## config.mk

```make
export PLATFORM = sky130hd
export DESIGN_NAME = idct_pixel_sink
export DESIGN_NICKNAME = d
export VERILOG_FILES = /design/src/rtl/idct_pixel_sink.sv
export SDC_FILE = /design/constraint.sdc
export NUM_CORES = 1
export LEC_CHECK = 0
export CORE_MARGIN = 10
export CORE_UTILIZATION = 35
export CTS_CLUSTER_SIZE = 30
export DETAILED_ROUTE_END_ITERATION = 8
export GPL_ROUTABILITY_DRIVEN = 0
export MAX_ROUTING_LAYER = met4
export SETUP_SLACK_MARGIN = 0.5
export SLEW_MARGIN = 0
export SYNTH_ARGS = -nofsm -noshare
export SYNTH_HDL_FRONTEND = slang
export SYNTH_SLANG_ARGS = --single-unit
```

## constraint.sdc

```tcl
create_clock -name clk -period 2.3 [get_ports clk]
set_input_delay 0.23 -clock clk [delete_from_list [all_inputs] [get_ports clk]]
set_output_delay 0.23 -clock clk [all_outputs]
set_load 0.01 [all_outputs]
```

## src/rtl/idct_pixel_sink.sv

```systemverilog
// idct_pixel_sink: captures 64-sample IDCT output bursts into a two-bank
// ping-pong buffer and replays each complete block as a ready/valid byte
// stream. pix_last marks the final pixel of each block.
// Optional feature macro: IDCT_PIX_SAT_EN. When it is defined, each pixel is
// saturated to 0..255. When it is undefined, the raw 8-bit field is passed
// through unchanged.
`timescale 1ns/1ps

module idct_pixel_sink #(
    parameter int BitWidth = 31,
    parameter int PixLsb   = 17
) (
    input  logic              clk,
    input  logic              reset,
    input  logic              done,
    input  logic [BitWidth:0] dout,
    input  logic              pix_ready,
    output logic              pix_valid,
    output logic [7:0]        pix_data,
    output logic              pix_last,
    output logic [15:0]       blk_count,
    output logic              ovf,
    output logic              short_blk
);

    typedef enum logic [1:0] {W_IDLE, W_FILL, W_WAIT, W_DROP} w_state_t;
    typedef enum logic {R_IDLE, R_DRAIN} r_state_t;

    w_state_t    w_state_reg;
    logic        wr_bank_reg;
    logic [5:0]  wr_idx_reg;
    logic [1:0]  bank_full_reg;

    r_state_t    r_state_reg;
    logic        rd_bank_reg;
    logic [5:0]  rd_idx_reg;
    logic        sel_reg;
    logic        pix_valid_reg;
    logic        pix_last_reg;
    logic [15:0] blk_count_reg;
    logic        ovf_reg;
    logic        short_blk_reg;

    logic [7:0]  pix_in;
    logic        cap;
    logic        commit;
    logic [5:0]  wr_addr;
    logic        advance;
    logic        blk_release;
    logic        chain_next;
    logic        pix_load;
    logic        load_bank;
    logic [5:0]  load_addr;
    logic [1:0]  bank_set;
    logic [1:0]  bank_clr;
    logic [15:0] bank_q;
    logic        dout_unused;

    // Only the pixel field (or the arithmetically shifted word) is used.
    assign dout_unused = ^dout;

`ifdef IDCT_PIX_SAT_EN
    logic signed [BitWidth:0] shifted;
    assign shifted = $signed(dout) >>> PixLsb;

    // Clamp the shifted value into the 0..255 pixel range.
    always_comb begin
        pix_in = shifted[7:0];
        if (shifted[BitWidth]) begin
            pix_in = 8'd0;
        end else if (|shifted[BitWidth-1:8]) begin
            pix_in = 8'hFF;
        end
    end
`else
    assign pix_in = dout[PixLsb+7 -: 8];
`endif

    // Capture decision and write address for the current sample.
    always_comb begin
        cap     = 1'b0;
        commit  = 1'b0;
        wr_addr = wr_idx_reg;
        case (w_state_reg)
            W_IDLE: begin
                cap     = done && !bank_full_reg[wr_bank_reg];
                wr_addr = 6'd0;
            end
            W_FILL: begin
                cap    = done;
                commit = done && (wr_idx_reg == 6'd63);
            end
            W_WAIT, W_DROP: begin
                cap = 1'b0;
            end
        endcase
    end

    // The output slot moves when it is empty or its pixel is being taken.
    // Taking pixel 63 releases the bank. If the other bank is already full,
    // its pixel 0 is loaded in the same cycle so there is no gap between blocks.
    assign advance     = (r_state_reg == R_DRAIN) && (!pix_valid_reg || pix_ready);
    assign blk_release = advance && pix_valid_reg && pix_last_reg;
    assign chain_next  = blk_release && bank_full_reg[~rd_bank_reg];
    assign pix_load    = advance && (!blk_release || chain_next);
    assign load_bank   = blk_release ? ~rd_bank_reg : rd_bank_reg;
    assign load_addr   = blk_release ? 6'd0 : rd_idx_reg;

    assign bank_set = {commit && wr_bank_reg, commit && !wr_bank_reg};
    assign bank_clr = {blk_release && rd_bank_reg, blk_release && !rd_bank_reg};

    genvar gi;
    generate
        for (gi = 0; gi < 2; gi++) begin : g_bank
            logic [7:0] mem [64];
            logic [7:0] q_reg;
            logic       we;
            logic       re;

            assign we = cap && (wr_bank_reg == 1'(gi));
            assign re = pix_load && (load_bank == 1'(gi));

            // Single write port and registered read port for this bank.
            always_ff @(posedge clk) begin
                if (we) begin
                    mem[wr_addr] <= pix_in;
                end
                if (re) begin
                    q_reg <= mem[load_addr];
                end
            end

            assign bank_q[gi*8 +: 8] = q_reg;
        end
    endgenerate

    // Write FSM: fill the write bank from one burst. A short burst is
    // discarded, and a burst that finds its bank still full is dropped.
    always_ff @(posedge clk) begin
        if (reset) begin
            w_state_reg   <= W_IDLE;
            wr_bank_reg   <= 1'b0;
            wr_idx_reg    <= 6'd0;
            ovf_reg       <= 1'b0;
            short_blk_reg <= 1'b0;
        end else begin
            case (w_state_reg)
                W_IDLE: begin
                    if (done) begin
                        if (!bank_full_reg[wr_bank_reg]) begin
                            wr_idx_reg  <= 6'd1;
                            w_state_reg <= W_FILL;
                        end else begin
                            ovf_reg     <= 1'b1;
                            w_state_reg <= W_DROP;
                        end
                    end
                end
                W_FILL: begin
                    if (done) begin
                        if (wr_idx_reg == 6'd63) begin
                            wr_bank_reg <= ~wr_bank_reg;
                            wr_idx_reg  <= 6'd0;
                            w_state_reg <= W_WAIT;
                        end else begin
                            wr_idx_reg <= wr_idx_reg + 6'd1;
                        end
                    end else begin
                        short_blk_reg <= 1'b1;
                        wr_idx_reg    <= 6'd0;
                        w_state_reg   <= W_IDLE;
                    end
                end
                W_WAIT, W_DROP: begin
                    if (!done) begin
                        w_state_reg <= W_IDLE;
                    end
                end
            endcase
        end
    end

    // Bank occupancy: the write side sets a bank full and the read side
    // clears one. Both can happen in the same cycle, always on different banks.
    always_ff @(posedge clk) begin
        if (reset) begin
            bank_full_reg <= 2'b00;
        end else begin
            bank_full_reg <= (bank_full_reg | bank_set) & ~bank_clr;
        end
    end

    // Read FSM: drain full banks in capture order through the output slot.
    always_ff @(posedge clk) begin
        if (reset) begin
            r_state_reg   <= R_IDLE;
            rd_bank_reg   <= 1'b0;
            rd_idx_reg    <= 6'd0;
            sel_reg       <= 1'b0;
            pix_valid_reg <= 1'b0;
            pix_last_reg  <= 1'b0;
            blk_count_reg <= 16'd0;
        end else begin
            case (r_state_reg)
                R_IDLE: begin
                    if (bank_full_reg[rd_bank_reg]) begin
                        rd_idx_reg  <= 6'd0;
                        r_state_reg <= R_DRAIN;
                    end
                end
                R_DRAIN: begin
                    if (blk_release) begin
                        rd_bank_reg   <= ~rd_bank_reg;
                        blk_count_reg <= blk_count_reg + 16'd1;
                        pix_last_reg  <= 1'b0;
                        if (chain_next) begin
                            pix_valid_reg <= 1'b1;
                            sel_reg       <= ~rd_bank_reg;
                            rd_idx_reg    <= 6'd1;
                        end else begin
                            pix_valid_reg <= 1'b0;
                            r_state_reg   <= R_IDLE;
                        end
                    end else if (pix_load) begin
                        pix_valid_reg <= 1'b1;
                        pix_last_reg  <= (rd_idx_reg == 6'd63);
                        sel_reg       <= rd_bank_reg;
                        rd_idx_reg    <= rd_idx_reg + 6'd1;
                    end
                end
            endcase
        end
    end

    assign pix_valid = pix_valid_reg;
    assign pix_last  = pix_last_reg;
    assign pix_data  = pix_valid_reg ? (sel_reg ? bank_q[15:8] : bank_q[7:0]) : 8'd0;
    assign blk_count = blk_count_reg;
    assign ovf       = ovf_reg;
    assign short_blk = short_blk_reg;

endmodule

```

==> results of run 1 <==
## metrics by stage
step | power [mW] | std cells | setup slack, ps | setup TNS [ps] | hold slack (ps)
after CTS | 39.38 | 5381 | 0.9086 | 0 | 6.955
final | 39.11 | 5414 | -91.76 | -308.7 | 47.72
after floorplan | 22.06 | 3214 | 272.6 | 0 | 328.9
after global placement | 22.56 | 5098 | -776.5 | -21340 | 489.9
after global routing | 40.21 | 5414 | -164.3 | -1094 | 29.75
after detailed placement | 22.57 | 5098 | -799.5 | -31600 | 493.0
## synthesized netlist by cell type (27+ instances only)
cell type / n
sky130_fd_sc_hd__nand2_1: 103
sky130_fd_sc_hd__mux2i_1: 263
sky130_fd_sc_hd__o221ai_1: 49
sky130_fd_sc_hd__o21ai_0: 139
sky130_fd_sc_hd__edfxtp_1: 1040
sky130_fd_sc_hd__nor3_1: 27
sky130_fd_sc_hd__mux2_2: 33
sky130_fd_sc_hd__a21oi_1: 313
sky130_fd_sc_hd__nor2_1: 503
sky130_fd_sc_hd__o22ai_1: 61
sky130_fd_sc_hd__clkbuf_1: 131
sky130_fd_sc_hd__dfxtp_1: 40
sky130_fd_sc_hd__nand3_1: 118
sky130_fd_sc_hd__buf_2: 73
sky130_fd_sc_hd__o211ai_1: 51
## where the power goes
part / leakage, nW / internal, mW / total [mW] / switching [mW]
clock: 1.64 / 9.50 / 16.9 / 7.42
combinational: 7.60 / 0.144 / 0.631 / 0.487
sequential: 9.68 / 21.5 / 21.6 / 0.0148
## path summary, 6_finish.rpt
path,from,to,slack (ps),cells past startpoint
setup reg to reg,r_state_reg,g_bank[0].q_reg[5],-90,12
hold reg to reg,blk_count[15],blk_count[15],520,2
setup / recovery,r_state_reg,g_bank[0].q_reg[5],-90,12
hold / removal,dout[23],g_bank[1].mem[60][6],50,2
## worst max-delay path, cell delays in order (launching register included)
cell and delay (ps):
sky130_fd_sc_hd__dfxtp_4 360, sky130_fd_sc_hd__nand4_4 130, sky130_fd_sc_hd__inv_8 80, sky130_fd_sc_hd__buf_12 150
sky130_fd_sc_hd__buf_8 140, sky130_fd_sc_hd__buf_12 120, sky130_fd_sc_hd__nor4_2 130, sky130_fd_sc_hd__nor3_1 70
sky130_fd_sc_hd__o21ai_1 100, sky130_fd_sc_hd__buf_4 150, sky130_fd_sc_hd__mux2i_1 70, sky130_fd_sc_hd__o211ai_1 480
sky130_fd_sc_hd__nand4_1 130
## area by class of cell
type,count,area [um^2]
clock buffer,132,2867
tap,1650,2064
antenna,2,5.005
sequential,1080,32080
timing repair buffer,578,6827
multi-input combinational,1895,12820
inverter,9,53.80
fill,10910,68510
clock inverter,68,505.5
## what timing repair did
item / CTS / global route
setup endpoints to repair: 1082 / 1078
hold buffers: 1 / 0
cloned: 13 / 3
endpoints found under the hold margin: 17 / 0
resized for setup: 366 / 253
pin swaps: 68 / 75
buffers inserted: 69 / 28
## cells by family after synthesis
| family | Yosys count | share of synthesized area |
|---|---|---|
| mux | 297 | 0.06823 |
| compound gates | 732 | 0.1001 |
| flops | 1080 | 0.7220 |
| simple gates | 845 | 0.08191 |
| buf+inv | 239 | 0.02313 |
| fa+ha+maj | 5 | 0.001410 |
| xor+xnor | 16 | 0.003159 |
## metal layers
metal,global-route usage,part of all wire,routed length (um),vias to the layer above
li1,-,-,-,13290
met5,-,0,0,-
met3,0.02973,0.077,10210,193
met4,0.05190,0.026,3376,0
met1,0.2502,0.43,56170,14900
met2,0.2892,0.47,62400,1216
==> out/summary.md, run 1 <==
* Detailed Route WL: 132200 um
* main area contributors after synthesis: sky130_fd_sc_hd__edfxtp_1, sky130_fd_sc_hd__mux2i_1, sky130_fd_sc_hd__nor2_1
* number of maximum-capacitance violations: 0
* top achievable clock speed: 418.1 MHz
* largest fanout of any net on the critical path: 6
* number of antenna violations at the first check in global routing: 2
* Worst setup EP type: flop
* final core utilization: 0.4551
* endpoint arrival time on the critical path: 2810 ps
* Die ar.: 141400 um^2
* number of distinct library cell variants in the gate-level netlist after synthesis: 59
* Post-Syn Area: 44360 um^2
* fraction of layout cells with a size suffix above 1: 0.2685
* setup slack after layout: -91.76 ps
* worst relative slew slack: 0.4175
* Via density: 5.466
* pin slew with the least headroom to its limit: 873.7 ps
* failing checks: setup timing
* clock root buffer master: sky130_fd_sc_hd__clkbuf_16
* global routing usage summed across all routing layers: 0.1853
* largest net degree at the start of global routing: 129
* count of mapped cells out of synthesis: 3214
* number of hold-slack violations in the final timing report: 0
* share of the synthesized area in the top cell type: 0.7040
* highest-count cells in the layout ignoring fill and taps: sky130_fd_sc_hd__edfxtp_1, sky130_fd_sc_hd__nor2_1, sky130_fd_sc_hd__a21oi_1
* worst min-delay path category: primary input to flop
* number of clock buffers inserted by TritonCTS: 109
* Critical Setup Path Class: flop to flop
* net count after synthesis: 3255
* routed len/inst: 24.41 um
* HPWL Detailed: 81620 um
* vertical die dimension: 376.0 um
* vias in the first global route: 28530
* Final Instance Area: 57220 um^2
* part of the Yosys area used for sequential elements: 0.7220
* initial DRC count: 3325
* most common cell after layout, fill and taps aside: sky130_fd_sc_hd__edfxtp_1
* die width: 376.0 um
* starting density of the core: 0.3528
* number of buffer cells added on primary ports: 39
* total grt overflow: 0
* Mean Syn Cell Area: 13.80 um^2
* number of H-tree levels: 3
* final period demand of the worst path: 2392 ps
* share of flip-flops with an asynchronous set or reset: 0
* Residual DRC: 0
* Crit path required time: 2720 ps
* total number of vias: 29590
* Leak Pwr: 18.92 nW
* FF+latch count, synth: 1080
* worst voltage drop across the vdd grid: 0.0006186 V
* power per standard cell area: 683.6 nW/um^2
* skew final: 22.97 ps
* clock sink total: 1080
* ratio of final minimum period to clock period: 1.040
* instance area at placement: 50410 um^2
* EDFF count, synth: 1040
* I/O pin count: 64
* Clk Latency, worst-skew pair: 700 ps
* setup violation total in the final timing report: 9
* unrepaired setup endpoints after global routing: yes
* Final nets: 3714
* TritonRoute pass-1 iters: 6
* CORE AREA: 125700 um^2
* kind of launch point of the worst setup path: flop
* flip-flop cell with the highest count after synthesis: sky130_fd_sc_hd__edfxtp_1
* final slew viol count: 0
* biggest area consumer among synthesized cells: sky130_fd_sc_hd__edfxtp_1
* synthesis warning total: 0
* TritonCTS clock tree: yes
* max FFs per register: 1024
* clock input transition at the sequential cells of the worst setup and hold paths: 60 ps
* number of nets with antenna violations after routing: 0
* global-route wire length before repair: 193200 um
* result of the run: complete, but fails checks
* maximum number of buffers from clock root to sink: 3
* area grow syn2layout: 28.99%
* Site Rows: 130
No activity file was read; power rests on OpenSTA's default activity.
==> run 2: changes to the inputs <==
--- a/config.mk
+++ b/config.mk
@@ -12,7 +12,7 @@
 export GPL_ROUTABILITY_DRIVEN = 0
 export MAX_ROUTING_LAYER = met4
 export SETUP_SLACK_MARGIN = 0.5
-export SLEW_MARGIN = 0
+export SLEW_MARGIN = 20
 export SYNTH_ARGS = -nofsm -noshare
 export SYNTH_HDL_FRONTEND = slang
 export SYNTH_SLANG_ARGS = --single-unit
==> results of run 2 <==
Same layout as run 1: the final DEF is identical, and so are final timing and power.
